[config.mk]
export PLATFORM = sky130hd
export DESIGN_NAME = ioshim_mem_arb
export DESIGN_NICKNAME = d
export VERILOG_FILES = /design/src/rtl/ioshim_mem_arb.sv
export SDC_FILE = /design/constraint.sdc
export NUM_CORES = 1
export LEC_CHECK = 0
export CAP_MARGIN = 20
export CORE_MARGIN = 2
export CORE_UTILIZATION = 28
export CTS_CLUSTER_SIZE = 40
export DETAILED_ROUTE_END_ITERATION = 7
export PLACE_DENSITY = 0.86
export REMOVE_ABC_BUFFERS = 1
export SYNTH_ARGS = -nofsm -noshare
export SYNTH_HDL_FRONTEND = slang
export SYNTH_SLANG_ARGS = --single-unit
[constraint.sdc]
create_clock -name clk -period 2.5 [get_ports clk]
set_input_delay 0.375 -clock clk [delete_from_list [all_inputs] [get_ports clk]]
set_output_delay 0.375 -clock clk [all_outputs]
set_load 0.02 [all_outputs]
[src/rtl/ioshim_mem_arb.sv]
// ioshim_mem_arb: round-robin arbiter with bounded lock for the ioshim dual-port memory port 1
//   clk, resetn                  clock, asynchronous active-low reset
//   a_valid/a_ready, a_wen,      requester A (host bus): handshake, byte enables (00 = read),
//   a_addr, a_wdata, a_lock      word address, write data, keep ownership after this transfer
//   a_rvalid, a_rdata            requester A read return, one cycle after a read transfer
//   b_*                          same set for requester B (IO engine)
//   mem_wen, mem_addr, mem_wdata drive to memory wen1/addr1/wdata1
//   mem_rdata                    memory rdata1, registered inside the memory (1-cycle latency)
module ioshim_mem_arb #(
  parameter int ABITS   = 11,
  parameter int MAXHOLD = 8
) (
  input  logic             clk,
  input  logic             resetn,
  input  logic             a_valid,
  output logic             a_ready,
  input  logic [1:0]       a_wen,
  input  logic [ABITS-1:0] a_addr,
  input  logic [15:0]      a_wdata,
  input  logic             a_lock,
  output logic             a_rvalid,
  output logic [15:0]      a_rdata,
  input  logic             b_valid,
  output logic             b_ready,
  input  logic [1:0]       b_wen,
  input  logic [ABITS-1:0] b_addr,
  input  logic [15:0]      b_wdata,
  input  logic             b_lock,
  output logic             b_rvalid,
  output logic [15:0]      b_rdata,
  output logic [1:0]       mem_wen,
  output logic [ABITS-1:0] mem_addr,
  output logic [15:0]      mem_wdata,
  input  logic [15:0]      mem_rdata
);
  // A lock taken at cycle t blocks the other side for cycles t+1..t+MAXHOLD-1,
  // so the release fires when the counter sits at MAXHOLD-2.
  localparam bit         LOCK_EN = MAXHOLD > 1;
  localparam logic [7:0] LIM     = MAXHOLD > 1 ? 8'(MAXHOLD - 2) : 8'd0;
  logic       ptr;
  logic       own_a;
  logic       own_b;
  logic       rv_a;
  logic       rv_b;
  logic [7:0] cnt;
  logic       forced;
  always_comb begin
    forced    = (own_a | own_b) && cnt == LIM;
    a_ready   = resetn & a_valid & (own_a | (~own_b & (~b_valid | ~ptr)));
    b_ready   = resetn & b_valid & (own_b | (~own_a & (~a_valid | ptr)));
    mem_wen   = a_ready ? a_wen : b_ready ? b_wen : 2'b00;
    mem_addr  = b_ready ? b_addr : a_addr;
    mem_wdata = b_ready ? b_wdata : a_wdata;
    a_rvalid  = rv_a;
    b_rvalid  = rv_b;
    a_rdata   = mem_rdata;
    b_rdata   = mem_rdata;
  end
  // ptr = 1 prefers B. A forced release hands preference to the non-owner and
  // discards any locked transfer made in the same cycle.
  always_ff @(posedge clk or negedge resetn) begin
    if (!resetn) begin
      ptr   <= 1'b0;
      own_a <= 1'b0;
      own_b <= 1'b0;
      cnt   <= 8'd0;
      rv_a  <= 1'b0;
      rv_b  <= 1'b0;
    end else begin
      rv_a <= a_ready && a_wen == 2'b00;
      rv_b <= b_ready && b_wen == 2'b00;
      if (forced) begin
        own_a <= 1'b0;
        own_b <= 1'b0;
        cnt   <= 8'd0;
        ptr   <= own_a;
      end else if (a_ready | b_ready) begin
        ptr   <= a_ready;
        own_a <= LOCK_EN & a_ready & a_lock;
        own_b <= LOCK_EN & b_ready & b_lock;
        cnt   <= ((own_a & a_lock) | (own_b & b_lock)) ? cnt + 8'd1 : 8'd0;
      end else if (own_a | own_b) begin
        cnt <= cnt + 8'd1;
      end
    end
  end
endmodule

; Yosys cells after proc, flatten, opt, wreduce, memory -nomap -nowiden
; Index checks and enable logic that the tools add are counted.
[totals]
ff_bits = 13
latch_bits = 0
ramBits = 0
romBits = 0
inputBits = 80
output_inout_bits = 65
wordCells = 51
n_memories = 0
[op_classes]
addsub = 1
mul = 0
div = 0
order_cmp = 0
n_eq_ne = 1
n_shift = 0
mux = 14
n_bitwise = 22
reduce_logical = 7
[ops]
columns = op, n
row1 = 8-bit two-way mux, 4
row2 = 16-bit two-way mux, 1
row3 = 11-bit two-way mux, 1
row4 = 1-bit bitwise AND, 10
row5 = "8-bit by 1-bit adder with 8-bit output, second input constant", 1
row6 = "8-bit by 3-bit equality test with 1-bit output, second input constant", 1
row7 = 1-bit bitwise OR, 7
row8 = 1-bit two-way mux, 6
row9 = 1-bit NOT, 5
row10 = 2-bit logical NOT, 2
row11 = 2-bit two-way mux, 2
row12 = 1-bit logical AND, 3
row13 = 3-bit nonzero test, 1
row14 = 2-bit nonzero test, 1

; Logic depth before layout (Yosys ltp)
[depth]
word_depth = 8
ltp_mapped = 7
mapped_depth_nobuf = 6

; Worst setup path after synthesis
; Ideal clock, no wire load.
[synth_path]
kind = flip-flop to output port
startpoint = register own_b
endpoint = output mem_addr[0]
arrival_time_ns = 1.607
required_ns = 2.125
setup_slack_ns = 0.518
path_stages_with_launch = 5
path_cell_list = dfrtp_1 or3b_1 o2111ai_1 buf_2 mux2_2
[synth_via]
elab_chain_cells = 3
[synth_rtl]
columns = element, line_no
row1 = from (decl), 42  ; logic own_b;
row2 = from (signal assigned), 80  ; own_b <= LOCK_EN & b_ready & b_lock;
row3 = 1-bit bitwise OR, 50  ; b_ready = resetn & b_valid & (own_b | (~own_a & (~a_valid | ptr)));
row4 = 1-bit bitwise AND, 50
row5 = 11-bit two-way mux, 52  ; mem_addr = b_ready ? b_addr : a_addr;
row6 = to (decl), 32  ; output logic [ABITS-1:0] mem_addr,
; No other way between the ends.

; Worst setup path after layout
[layout_path]
startpoint = register ptr
endpoint = output mem_wdata[11]
[layout_via]
elab_chain_cells = 5
[layout_rtl]
columns = element, line_no
row1 = from (decl), 40  ; logic ptr;
row2 = from (signal assigned), 76  ; ptr <= own_a;
row3 = from (signal assigned), 78  ; ptr <= a_ready;
row4 = 1-bit bitwise OR, 50
row5 = 1-bit bitwise AND, 50
row6 = 1-bit bitwise OR, 50
row7 = 1-bit bitwise AND, 50
row8 = 16-bit two-way mux, 53  ; mem_wdata = b_ready ? b_wdata : a_wdata;
row9 = to (decl), 33  ; output logic [15:0] mem_wdata,
; No other way between the ends.

==> flow_summary.toml <==
[global_route]
grt.overflow.total = 0
grt_pass1_vias = 1434
grt_pass1_wl_um = 7060
grt_max_degree = 15
antenna_found_initial = 0
track_usage = 0.177

[finish]
fillCellCount = 403
multi_input_area_um2 = 691
final_util = 0.516
fin_cells = 270
seq_area_um2 = 325
area_growth_pct = 76.2
n_antenna_cell = 0
nets = 301
drive_gt1_frac = 0.344

[critical_path]
crit_arrival_ps = 2050
worstRegToRegCells = 8
crit_end = "mem_wdata[11]"
path_max_fanout = 8
reg2reg_to = "cnt[1]"
start_kind = "flop"
cp.required_ps = 2120
crit_type = "flop to output port"
worstSetupEndpointType = "output port"
crit_path_start = "ptr"
reg2reg_slack_ps = 490
r2r-start = "ptr"

[yosys]
synthTopCellsByArea = "dfrtp_1, mux2_2, buf_4"
synth_top_area_share = 0.255
netlist_instances = 135
synth_edf_count = 0
synth_area_mm2 = 0.00127
synth-async-reset-ratio = 1.00
syn_avg_cell_area_um2 = 9.43
yosys_warnings = 0
seq_area_frac_synth = 0.255
synth_cell_types = 28
synthFlopType = "dfrtp_1"
ys_ff_latch = 13
synth_largest_area_cell = "dfrtp_1"

[power]
vdd.ir_drop.worst_uv = 244
powerDensity_mw_per_mm2 = 593
p_leak_nw = 0.983

[route]
finalWirelength_um = 4520
ant_nets = 0
drt_iter0_markers = 61
post_drt_wl_per_cell_um = 16.7
dr.pass1.iters = 4
viasPerCell = 5.01
drc = 0
vias = 1352

[clocking]
clock_sinks = 13
root_buffer = "clkbuf_8"
clk_latency_ps = 240
cts_buffers = 3
cts_tree = "yes"
clk_path_buf_depth = 2
path_clk_slew_ps = 60
htreeDepth = 1
cts_hold_buffers = 0

[die]
num_rows = 24
die_w_um = 71.4
die_area_mm2 = 0.00510
start_util = 0.293
dieHeight_um = 71.4
coreArea_mm2 = 0.00435
ios = 145

[place]
post-dp-hpwl_um = 3460
io_buffers = 96
globalplace.congestion = 0.777
dp_cells = 257

[status]
outcome = "finished clean"

[timing]
drv_slew = 0
max_freq_mhz = 413
hold_viol_final = 0
finalSetupViolations = 0
period_needed_ps = 2420
relSlewSlack = 0.636
tightest_slew_ps = 541
skew_ps = 1.54
fin_crit_sh = 0.969

[job]
cap_violations = 0

[hold_path]
hp-class = "input port to async pin"
## area by class of cell
class,count,area share
well taps,52,0.0290
flip-flops and latches,13,0.145
multi-input cells,81,0.308
clock buffers,4,0.0201
repair buffers,115,0.490
inverters,5,0.00836
## stage by stage
stage | TNS (ps) | total power (W) | worst slack [ps] | instance area, µm² | hold WS (ps)
2_1_floorplan | -16970 | 0.000712 | -644 | 1010 | 79.4
3_3_place_gp | -10850 | 0.00106 | -385 | 2130 | 512
6_report | 0 | 0.00133 | 77.9 | 2240 | 300
5_1_grt | -3.08 | 0.00142 | -3.08 | 2240 | 311
3_5_place_dp | -10620 | 0.00107 | -375 | 2130 | 530
4_1_cts | -390 | 0.00132 | -53.0 | 2290 | 301
## flip-flops by register name, summed over array words and instances (netlist names)
register and count:
own_b 1, b_rvalid 1, cnt 8, ptr 1, own_a 1, a_rvalid 1
## worst min-delay path by stage
stage                to
2_1_floorplan  a_rvalid
3_3_place_gp     cnt[1]
3_5_place_dp     cnt[1]
6_report         cnt[2]
5_1_grt           own_b
4_1_cts          cnt[2]
## cell usage in the layout (no fill, tap or decap), types with 3 or more instances in the layout
cell / n
a211oi_1: 4
a21oi_1: 4
and2_1: 3
buf_12: 4
buf_16: 3
buf_4: 11
clkbuf_2: 19
clkbuf_8: 3
clkdlybuf4s50_1: 63
dfrtp_1: 13
dlygate4sd2_1: 11
inv_1: 5
mux2_2: 27
nand2_1: 3
nor3_1: 10
xnor2_1: 6
## worst max-delay path, cell delays in order, from the launching register on
cell and delay (ps):
dfrtp_1 400, or3b_4 390, o2111ai_4 160, buf_12 150, buf_12 90, buf_16 110, mux2_2 330, clkbuf_2 160
## Yosys cell counts (3+ instances only)
cell      instances
a211oi_1          4
a21oi_1           4
nor3_1           10
buf_4            32
inv_1             5
nand2_1           3
xnor2_1           6
dfrtp_1          13
buf_2             3
and2_1            3
mux2_2           27
## report_power, final
part | internal (W) | leakage (nW) | switching [W]
clock network | 0.000113 | 0.0228 | 0.0000751
logic | 0.000451 | 0.787 | 0.000373
registers | 0.000263 | 0.173 | 0.0000562
## routing by layer
layer,part of all wire,up-vias,track usage
li1,-,618,-
met1,0.37,621,0.195
met2,0.48,109,0.288
met3,0.14,4,0.104
met4,0.0093,0,0.0419
met5,0,-,0.0404
## cell families (layout without fill, tap and decap cells)
kind of cell,count (synthesis),after routing,synth area share
adder cells (fa/ha/maj),2,2,0.0196
XOR/XNOR,6,6,0.0413
AO/OA/AOI/OAI,19,19,0.110
multiplexers,27,27,0.239
flip-flops,13,13,0.255
AND/OR/NAND/NOR,27,27,0.117
buffers and inverters,41,124,0.218
## timing repair
item | 4_1_cts | 5_1_grt
resized for setup | 49 | 39
endpoints found under the setup margin | 30 | 30
setup buffers | 3 | 3
gates cloned | 3 | 0
pin swaps | 1 | 1
No activity file was read; power rests on OpenSTA's default activity.
